File: src/rtl/mem_port_arbiter_if.sv
// Bus bundle between the IF/MEM-stage requesters, the port arbiter and the
// single-port unified memory. The arbiter uses the slave view; requesters and
// the memory together use the master view.
interface mem_port_arbiter_if #(
  parameter int DATA_WIDTH = 32,
  parameter int ADDR_WIDTH = 10
);
  // Instruction-fetch requester (read-only)
  logic                  if_req_i;
  logic [ADDR_WIDTH-1:0] if_addr_i;
  logic                  if_gnt_o;
  logic                  if_rvalid_o;
  logic [DATA_WIDTH-1:0] if_rdata_o;

  // MEM-stage requester (load/store)
  logic                  dm_req_i;
  logic                  dm_we_i;
  logic [3:0]            dm_be_i;
  logic [ADDR_WIDTH-1:0] dm_addr_i;
  logic [DATA_WIDTH-1:0] dm_wdata_i;
  logic                  dm_gnt_o;
  logic                  dm_rvalid_o;
  logic [DATA_WIDTH-1:0] dm_rdata_o;

  // Memory side
  logic                  mem_en_o;
  logic                  mem_we_o;
  logic [3:0]            mem_be_o;
  logic [ADDR_WIDTH-1:0] mem_addr_o;
  logic [DATA_WIDTH-1:0] mem_wdata_o;
  logic [DATA_WIDTH-1:0] mem_rdata_i;

  modport slave (
    input  if_req_i, if_addr_i,
    input  dm_req_i, dm_we_i, dm_be_i, dm_addr_i, dm_wdata_i,
    input  mem_rdata_i,
    output if_gnt_o, if_rvalid_o, if_rdata_o,
    output dm_gnt_o, dm_rvalid_o, dm_rdata_o,
    output mem_en_o, mem_we_o, mem_be_o, mem_addr_o, mem_wdata_o
  );

  modport master (
    output if_req_i, if_addr_i,
    output dm_req_i, dm_we_i, dm_be_i, dm_addr_i, dm_wdata_i,
    output mem_rdata_i,
    input  if_gnt_o, if_rvalid_o, if_rdata_o,
    input  dm_gnt_o, dm_rvalid_o, dm_rdata_o,
    input  mem_en_o, mem_we_o, mem_be_o, mem_addr_o, mem_wdata_o
  );
endinterface

File: src/rtl/mem_port_arbiter.sv
// Arbiter sharing one non-pipelined single-port memory between instruction
// fetch (read-only) and the MEM stage (load/store). MEM stage wins by default;
// a starvation counter forces an IF grant after STARVE_LIMIT denied cycles.
// One access in flight; its response returns MEM_LAT cycles after issue.
module mem_port_arbiter #(
  parameter int DATA_WIDTH   = 32,
  parameter int ADDR_WIDTH   = 10,
  parameter int MEM_LAT      = 1,
  parameter int STARVE_LIMIT = 4
) (
  input logic               clk,
  input logic               rst_n,
  mem_port_arbiter_if.slave bus
);

  typedef enum logic {
    ST_IDLE = 1'b0,
    ST_BUSY = 1'b1
  } state_t;

  typedef enum logic [1:0] {
    OWN_NONE = 2'd0,
    OWN_IF   = 2'd1,
    OWN_DM   = 2'd2
  } owner_t;

  localparam int CNT_W = (MEM_LAT < 2) ? 1 : $clog2(MEM_LAT + 1);
  localparam int STV_W = (STARVE_LIMIT < 2) ? 1 : $clog2(STARVE_LIMIT + 1);
  localparam logic [CNT_W-1:0] LAT_INIT = CNT_W'(MEM_LAT);
  localparam logic [CNT_W-1:0] CNT_ONE  = CNT_W'(1);
  localparam logic [STV_W-1:0] STV_MAX  = STV_W'(STARVE_LIMIT);
  localparam logic [STV_W-1:0] STV_ONE  = STV_W'(1);

  state_t           state_q;
  owner_t           owner_q;
  logic [CNT_W-1:0] busy_cnt_q;
  logic             store_q;
  logic [STV_W-1:0] starve_cnt_q;

  logic done;
  logic port_free;
  logic if_priority;
  logic gnt_if;
  logic gnt_dm;
  logic issue;

  // Arbitration: the port is free when idle or in the completion cycle, so
  // a new access can be issued back-to-back with the one finishing.
  always_comb begin
    done        = (state_q == ST_BUSY) && (busy_cnt_q == CNT_ONE);
    port_free   = rst_n && ((state_q == ST_IDLE) || done);
    if_priority = bus.if_req_i && (starve_cnt_q == STV_MAX);
    gnt_dm      = port_free && bus.dm_req_i && !if_priority;
    gnt_if      = port_free && bus.if_req_i && !gnt_dm;
    issue       = gnt_if || gnt_dm;
  end

  // Grant, memory strobe and response outputs derived from the arbitration
  // result and the registered owner of the access in flight.
  always_comb begin
    bus.if_gnt_o    = gnt_if;
    bus.dm_gnt_o    = gnt_dm;
    bus.mem_en_o    = issue;
    bus.mem_we_o    = gnt_dm && bus.dm_we_i;
    bus.mem_be_o    = gnt_dm ? bus.dm_be_i : 4'b0000;
    bus.mem_addr_o  = gnt_dm ? bus.dm_addr_i :
                      (gnt_if ? bus.if_addr_i : {ADDR_WIDTH{1'b0}});
    bus.mem_wdata_o = gnt_dm ? bus.dm_wdata_i : {DATA_WIDTH{1'b0}};
    bus.if_rvalid_o = done && (owner_q == OWN_IF);
    bus.dm_rvalid_o = done && (owner_q == OWN_DM);
    bus.if_rdata_o  = (done && (owner_q == OWN_IF)) ? bus.mem_rdata_i : {DATA_WIDTH{1'b0}};
    bus.dm_rdata_o  = (done && (owner_q == OWN_DM) && !store_q) ? bus.mem_rdata_i
                                                                 : {DATA_WIDTH{1'b0}};
  end

  // Port FSM: track the owner and remaining latency of the access in flight.
  always_ff @(posedge clk or negedge rst_n) begin
    if (!rst_n) begin
      state_q    <= ST_IDLE;
      owner_q    <= OWN_NONE;
      busy_cnt_q <= '0;
      store_q    <= 1'b0;
    end else if (issue) begin
      state_q    <= ST_BUSY;
      owner_q    <= gnt_dm ? OWN_DM : OWN_IF;
      busy_cnt_q <= LAT_INIT;
      store_q    <= gnt_dm && bus.dm_we_i;
    end else if (state_q == ST_BUSY) begin
      if (done) begin
        state_q    <= ST_IDLE;
        owner_q    <= OWN_NONE;
        busy_cnt_q <= '0;
        store_q    <= 1'b0;
      end else begin
        busy_cnt_q <= busy_cnt_q - CNT_ONE;
      end
    end
  end

  // Count consecutive denied IF-request cycles, saturating at the limit.
  always_ff @(posedge clk or negedge rst_n) begin
    if (!rst_n) begin
      starve_cnt_q <= '0;
    end else if (bus.if_req_i && !gnt_if) begin
      if (starve_cnt_q != STV_MAX) begin
        starve_cnt_q <= starve_cnt_q + STV_ONE;
      end
    end else begin
      starve_cnt_q <= '0;
    end
  end

endmodule

File: src/flat_wrapper.sv
// flat-port wrapper written by rule: the top's interface ports become plain ports
module mem_port_arbiter_flat 
#(
  parameter int DATA_WIDTH   = 32,
  parameter int ADDR_WIDTH   = 10,
  parameter int MEM_LAT      = 1,
  parameter int STARVE_LIMIT = 4
)
  (clk, rst_n, bus_if_req_i, bus_if_addr_i, bus_dm_req_i, bus_dm_we_i, bus_dm_be_i, bus_dm_addr_i, bus_dm_wdata_i, bus_mem_rdata_i, bus_if_gnt_o, bus_if_rvalid_o, bus_if_rdata_o, bus_dm_gnt_o, bus_dm_rvalid_o, bus_dm_rdata_o, bus_mem_en_o, bus_mem_we_o, bus_mem_be_o, bus_mem_addr_o, bus_mem_wdata_o);
  mem_port_arbiter_if #(.DATA_WIDTH(DATA_WIDTH), .ADDR_WIDTH(ADDR_WIDTH)) bus_i ();
  input logic clk;
  input logic rst_n;
  input wire logic [$bits(bus_i.if_req_i)-1:0] bus_if_req_i;
  input wire logic [$bits(bus_i.if_addr_i)-1:0] bus_if_addr_i;
  input wire logic [$bits(bus_i.dm_req_i)-1:0] bus_dm_req_i;
  input wire logic [$bits(bus_i.dm_we_i)-1:0] bus_dm_we_i;
  input wire logic [$bits(bus_i.dm_be_i)-1:0] bus_dm_be_i;
  input wire logic [$bits(bus_i.dm_addr_i)-1:0] bus_dm_addr_i;
  input wire logic [$bits(bus_i.dm_wdata_i)-1:0] bus_dm_wdata_i;
  input wire logic [$bits(bus_i.mem_rdata_i)-1:0] bus_mem_rdata_i;
  output wire logic [$bits(bus_i.if_gnt_o)-1:0] bus_if_gnt_o;
  output wire logic [$bits(bus_i.if_rvalid_o)-1:0] bus_if_rvalid_o;
  output wire logic [$bits(bus_i.if_rdata_o)-1:0] bus_if_rdata_o;
  output wire logic [$bits(bus_i.dm_gnt_o)-1:0] bus_dm_gnt_o;
  output wire logic [$bits(bus_i.dm_rvalid_o)-1:0] bus_dm_rvalid_o;
  output wire logic [$bits(bus_i.dm_rdata_o)-1:0] bus_dm_rdata_o;
  output wire logic [$bits(bus_i.mem_en_o)-1:0] bus_mem_en_o;
  output wire logic [$bits(bus_i.mem_we_o)-1:0] bus_mem_we_o;
  output wire logic [$bits(bus_i.mem_be_o)-1:0] bus_mem_be_o;
  output wire logic [$bits(bus_i.mem_addr_o)-1:0] bus_mem_addr_o;
  output wire logic [$bits(bus_i.mem_wdata_o)-1:0] bus_mem_wdata_o;
  assign bus_i.if_req_i = bus_if_req_i;
  assign bus_i.if_addr_i = bus_if_addr_i;
  assign bus_i.dm_req_i = bus_dm_req_i;
  assign bus_i.dm_we_i = bus_dm_we_i;
  assign bus_i.dm_be_i = bus_dm_be_i;
  assign bus_i.dm_addr_i = bus_dm_addr_i;
  assign bus_i.dm_wdata_i = bus_dm_wdata_i;
  assign bus_i.mem_rdata_i = bus_mem_rdata_i;
  assign bus_if_gnt_o = bus_i.if_gnt_o;
  assign bus_if_rvalid_o = bus_i.if_rvalid_o;
  assign bus_if_rdata_o = bus_i.if_rdata_o;
  assign bus_dm_gnt_o = bus_i.dm_gnt_o;
  assign bus_dm_rvalid_o = bus_i.dm_rvalid_o;
  assign bus_dm_rdata_o = bus_i.dm_rdata_o;
  assign bus_mem_en_o = bus_i.mem_en_o;
  assign bus_mem_we_o = bus_i.mem_we_o;
  assign bus_mem_be_o = bus_i.mem_be_o;
  assign bus_mem_addr_o = bus_i.mem_addr_o;
  assign bus_mem_wdata_o = bus_i.mem_wdata_o;
  mem_port_arbiter #(.DATA_WIDTH(DATA_WIDTH), .ADDR_WIDTH(ADDR_WIDTH), .MEM_LAT(MEM_LAT), .STARVE_LIMIT(STARVE_LIMIT)) u_core (.clk(clk), .rst_n(rst_n), .bus(bus_i));
endmodule
File: config.mk
export PLATFORM = sky130hd
export DESIGN_NAME = mem_port_arbiter_flat
export DESIGN_NICKNAME = d
export VERILOG_FILES = /design/src/rtl/mem_port_arbiter_if.sv /design/src/rtl/mem_port_arbiter.sv /design/src/flat_wrapper.sv
export SDC_FILE = /design/constraint.sdc
export NUM_CORES = 1
export LEC_CHECK = 0
export BUFFER_PORTS_ARGS = -buffer_cell sky130_fd_sc_hd__buf_2
export CAP_MARGIN = 20
export CORE_AREA = 2 2 81 83
export DETAILED_ROUTE_END_ITERATION = 16
export DIE_AREA = 0 0 83 85
export HOLD_SLACK_MARGIN = 0.06
export MAX_ROUTING_LAYER = met4
export PLACE_DENSITY = 0.77
export SYNTH_ARGS = -nofsm -noshare
export SYNTH_HDL_FRONTEND = slang
export SYNTH_SLANG_ARGS = --single-unit
File: constraint.sdc
create_clock -name clk -period 1.5 [get_ports clk]
set_input_delay 0.075 -clock clk [delete_from_list [all_inputs] [get_ports clk]]
set_output_delay 0.075 -clock clk [all_outputs]
set_load 0.03 [all_outputs]
* After elaboration in Yosys (flattened, before gate mapping)
Cells that the tools add are included.
** Cells by class
- Muxes and demuxes :: 21
- Bitwise gates (word level) :: 1
- Reductions and logical operators :: 21
- Add/subtract/negate cells :: 2
- Eq/ne operators :: 5
** Operators with widths (number)
- $mux 32 :: 3
- $mux 10 :: 2
- $logic_and 1x1->1 :: 12
- $mux 1 :: 9
- $mux 2 :: 4
- $mux 3 :: 2
- $logic_not 1->1 :: 4
- $mux 4 :: 1
- $reduce_bool 2->1 :: 2
- $add 3x1->3 const B :: 1
- $eq 3x3->1 const B :: 1
- $ne 3x3->1 const B :: 1
- $eq 2x1->1 const B :: 1
- $eq 2x2->1 const B :: 1
- $logic_or 1x1->1 :: 2
- $ne 2x2->1 const B :: 1
- $reduce_and 2->1 :: 1
- $not 1->1 :: 1
- $sub 1x1->1 const B :: 1
** Word-level totals
- Register bits after elaboration :: 8
- Output and inout port bits :: 116
- Logic and storage cells :: 55
- Input port bits :: 93

* Longest topological paths before layout
- Depth in word-level cells :: 10
- Gate-level depth with buffers :: 6

* Worst setup path after synthesis
No wires, ideal clock.
- Path kind :: register to output
- Start :: reg u_core.starve_cnt_q[0]
- End :: out bus_mem_wdata_o[24]
- Slack :: -0.188 ns
- Arrival :: 1.613 ns
- Buffers on the path :: 1
- Cell stages (with the launch flop) :: 7
- Required time :: 1.425 ns
- Path through :: dfrtp_1 inv_1 ha_1 and3_4 nor4_4 buf_6 and2_1
** On the way
- Cells in the longest elaborated chain, start to end :: 5
** RTL lines
- start: declaration :: RTL line mem_port_arbiter.sv:38 : logic [STV_W-1:0] starve_cnt_q;
- start signal: assignment :: RTL line mem_port_arbiter.sv:106 : starve_cnt_q <= starve_cnt_q + STV_ONE;
- $eq 3x3->1 :: RTL line mem_port_arbiter.sv:52 : if_priority = bus.if_req_i && (starve_cnt_q == STV_MAX);
- $logic_and 1x1->1 :: RTL line mem_port_arbiter.sv:52
- $logic_not 1->1 :: RTL line mem_port_arbiter.sv:53 : gnt_dm = port_free && bus.dm_req_i && !if_priority;
- $logic_and 1x1->1 :: RTL line mem_port_arbiter.sv:53
- net bus_dm_gnt_o :: RTL line flat_wrapper.sv:24 : output wire logic [$bits(bus_i.dm_gnt_o)-1:0] bus_dm_gnt_o;
- $mux 32 :: RTL line mem_port_arbiter.sv:68 : bus.mem_wdata_o = gnt_dm ? bus.dm_wdata_i : {DATA_WIDTH{1'b0}};
- end: declaration :: RTL line flat_wrapper.sv:31 : output wire logic [$bits(bus_i.mem_wdata_o)-1:0] bus_mem_wdata_o;
The timed path passes the listed nets, and every way through them passes these cells.

* Final worst setup path
- Start :: reg u_core.starve_cnt_q[0]
- End :: out bus_mem_wdata_o[16]
** On the way
- Cells in the longest elaborated chain, start to end :: 5
** RTL lines (RTL line)
- $eq 3x3->1 :: mem_port_arbiter.sv:52
- $logic_and 1x1->1 :: mem_port_arbiter.sv:52
- $logic_not 1->1 :: mem_port_arbiter.sv:53
- $logic_and 1x1->1 :: mem_port_arbiter.sv:53
- $mux 32 :: mem_port_arbiter.sv:68
No other way between the ends.

==> results.tsv <==
stage	metric	value	unit
clocking	TritonCTS clock tree	built	
drt	antenna viol nets, final	0	
clocking	H-Tree Depth	1	
clocking	buffer levels on the longest clock path	2	
clocking	clock-pin slew reported for the worst setup and hold paths after clock tree synthesis	40	ps
clocking	clock root buffer	sky130_fd_sc_hd__clkbuf_8	
power_and_ir_drop	total leakage power	2.20	nW
run_status	result of the run	complete, but fails checks	
power_and_ir_drop	Design Power	2.37	mW
drt	overall routed net length	9770	um
die	vertical die dimension	85	um
layout	Inserted Diodes	0	
drt	via/cell ratio	4.74	
synthesis	Yosys cell types	29	
clocking	later-pin clock latency in the skew report	220	ps
place	detailed placement HPWL	5180	um
power_and_ir_drop	switch share	0.420	
setup_path	Arr. time, crit path	1780	ps
global_route	number of antenna violations at the first check in global routing	0	
synthesis	proportion of synthesized chip area in sequential cells	0.140	
worst_hold_path	Hold Path Sink	u_core.store_q	
layout	Post-Layout Inst Area	4210	um^2
power_and_ir_drop	Worst VDD drop	0.513	mV
drt	routed len/inst	18.3	um
power_and_ir_drop	part of the total power dissipated in the clock network	0.105	
place	area after detailed placement	2760	um^2
global_route	GRT Util Overall	0.229	
timing	max-slew violations	0	
global_route	met2 routing resource usage after global routing	0.443	
synthesis	synthesized area	1430	um^2
timing	final hold vios	0	
power_and_ir_drop	Power Dens Cells	562	nW/um^2
die	core area	6200	um^2
timing	final setup margin	-360	ps
timing	highest clock frequency the design can meet	0.538	GHz
setup_path	startpoint type of the worst setup path	flip-flop	
drt	detailed router's first-iteration violation count	55	
die	effective utilization at floorplan	0.230	
layout	Area Overhead vs Synth	195	%
layout	number of nets in the layout	553	
clocking	number of clock sinks	8	
global_route	layer carrying the most global-route usage	met2	
global_route	Congestion Overflow GR	0	
setup_path	endpoint of the lowest-slack register-to-register path	u_core.owner_q[1]	
power_and_ir_drop	internal power component	1.38	mW
setup_path	type of the worst setup path	reg -> out	
worst_hold_path	Hold Path Origin	bus_dm_we_i	
timing	remaining max-slew budget at the tightest pin	0.741	
timing	setup violation total in the final timing report	118	
power_and_ir_drop	fraction of power consumed by sequential logic	0.122	
flow_run	total of max-cap violations	0	
synthesis	mean post-synth cell area	6.83	um^2
place	number of buffers inserted by port buffering	208	
drt	via count	2528	
timing	RSZ-0062 raised after global routing	true	
worst_hold_path	number of cells on the worst hold path	2	
power_and_ir_drop	proportion of power drawn by combinational gates	0.773	
timing	final critical delay including setup and external delays	1860	ps
setup_path	Max FO, Critical Path	8	
setup_path	Worst R2R Path Depth	9	
clocking	number of buffers added by the clock tree synthesis step	3	
drt	number of optimization iterations in the first detailed-route pass	4	
timing	Tcrit/Tclk final	1.24	
place	instance count after placement with tap cells included	497	
place	weighted congestion reported at the end of routability-driven placement	0.753	
synthesis	flop and latch count out of synthesis	8	
timing	slew of the pin with the lowest slew margin	388	ps
die	number of top-level pins	209	
synthesis	ranking of synthesized cells by area	sky130_fd_sc_hd__and2_1 (44%), sky130_fd_sc_hd__dfrtp_1 (14%), sky130_fd_sc_hd__nand2_1 (7.1%)	
power_and_ir_drop	switching power total	0.995	mW
layout	final standard cell count with taps included and fillers excluded	533	
timing	maximum clock skew at final layout	2.22	ps
drt	final routed DRC violation total	0	
setup_path	reg2reg setup slack	-200	ps
global_route	met3 GRT Util	0.0584	
synthesis	number of warnings issued by yosys	0	
setup_path	reg2reg start	u_core.starve_cnt_q[0]	
die	width of the die	83	um
synthesis	largest area contributor in the netlist	sky130_fd_sc_hd__and2_1	
setup_path	element type at the critical path end	output pin	
synthesis	area share of the leading cell type in the synthesized netlist	0.443	
setup_path	CP Data Required Time	1420	ps
global_route	largest net degree at the start of global routing	41	
die	Die Footprint	7060	um^2
global_route	global-route wire length before repair	12800	um
worst_hold_path	hold crit path type	in -> reg	
global_route	vias in the first global route	2542	
global_route	met1 global-route usage	0.222	
synthesis	net count after synthesis	304	
run_status	violated checks	setup timing	
die	count of standard-cell rows	29	
layout	share of cells above drive strength 1	0.853	
synthesis	Cells after Synth	209	
-- critical path, cell delays in order (launching register included) --
cell                        delay, ps
sky130_fd_sc_hd__dfrtp_1          360
sky130_fd_sc_hd__inv_2             60
sky130_fd_sc_hd__ha_4             160
sky130_fd_sc_hd__and3_4           180
sky130_fd_sc_hd__nor4_4           140
sky130_fd_sc_hd__buf_6            210
sky130_fd_sc_hd__clkbuf_16        160
sky130_fd_sc_hd__and2_4           140
sky130_fd_sc_hd__buf_6            130
-- registers in the layout, summed over array words and instances, names as in the netlist --
register and count:
u_core.owner_q 2, u_core.state_q 1, u_core.busy_cnt_q 1, u_core.store_q 1, u_core.starve_cnt_q 3
-- metrics by stage --
stage | utilization | setup slack (ps) | hold WS [ps] | setup TNS (ps)
global placement | 0.444 | -51.0 | 22.4 | -1630
finish | 0.679 | -360 | 94.1 | -29050
global route | 0.679 | -396 | 95.2 | -36230
CTS | 0.604 | -307 | 88.4 | -27110
detailed placement | 0.444 | -109 | 18.6 | -3640
floorplan | - | -84.8 | -221 | -590
-- worst max-delay path by stage --
stage,slack [ps],end,start,cells after the start
after floorplan,-80,bus_mem_wdata_o[24],u_core.starve_cnt_q[0],6
after global placement,-50,bus_mem_wdata_o[4],u_core.starve_cnt_q[0],7
after detailed placement,-110,bus_mem_wdata_o[30],u_core.starve_cnt_q[0],7
after CTS,-310,bus_if_rdata_o[2],u_core.state_q,9
after global routing,-400,bus_if_rdata_o[27],u_core.state_q,8
final,-360,bus_mem_wdata_o[16],u_core.starve_cnt_q[0],8
-- area by class of cell --
type	count	area, um^2
multi-input cells	181	1440
fillers	426	1990
clock buffers	3	41.3
well taps	77	96.3
flip-flops and latches	8	201
repair buffers	260	2420
inverters	4	15.0
-- Yosys cell counts (all sizes together) --
library cell / count
ha: 2
a21oi: 1
nor4b: 1
inv: 4
nor4: 1
a21o: 1
and2: 101
a21boi: 1
o311a: 1
nand2: 28
o22a: 10
nand2b: 2
nor3: 3
nor3b: 2
and3: 1
nand3: 4
a31o: 1
clkbuf: 2
buf: 14
o32ai: 2
nor2: 16
nor2b: 1
o21ai: 2
dfrtp: 8
-- power groups by stage --
stage                     sequential, mW  combinational, mW  clock, mW
after floorplan                    0.277              0.748          0
after global placement             0.279               1.13          0
after detailed placement           0.281               1.14          0
after CTS                          0.288               1.53      0.253
after global routing               0.293               1.91      0.272
final                              0.289               1.83      0.249
-- cell usage in the layout (no fill, tap or decap), drive strengths merged --
master / netlist / routed
a31o: 1 / 1
nand2b: 2 / 2
dlygate4sd3: 0 / 1
a21oi: 1 / 1
nor4: 1 / 1
o22a: 10 / 10
and2: 101 / 101
nor2: 16 / 16
nor2b: 1 / 1
nor3: 3 / 3
a21o: 1 / 1
o32ai: 2 / 2
clkbuf: 2 / 9
a21boi: 1 / 1
dfrtp: 8 / 8
nor3b: 2 / 2
buf: 14 / 253
nor4b: 1 / 1
inv: 4 / 4
nand2: 28 / 28
ha: 2 / 2
o311a: 1 / 1
o21ai: 2 / 2
and3: 1 / 1
nand3: 4 / 4
-- what timing repair did --
| action | in CTS | in global routing |
|---|---|---|
| pin swaps | 34 | 70 |
| gates cloned | 4 | 11 |
| endpoints found under the setup margin | 114 | 118 |
| resized for setup | 250 | 108 |
| endpoints found under the hold margin | 8 | 0 |
| buffers inserted | 10 | 12 |
| hold buffers | 1 | 0 |
-- cells by family after synthesis --
kind of cell,synth area share
AND/OR/NAND/NOR,0.653
AO/OA/AOI/OAI,0.108
buffers and inverters,0.0815
adder cells (fa/ha/maj),0.0175
flip-flops,0.140
-- routing by layer --
metal / vias up / wire length [um]
met4: 0 / 307
met3: 31 / 628
met1: 1187 / 3390
met5: - / 0
li1: 1161 / -
met2: 149 / 5450
No activity file was read; power rests on OpenSTA's default activity.
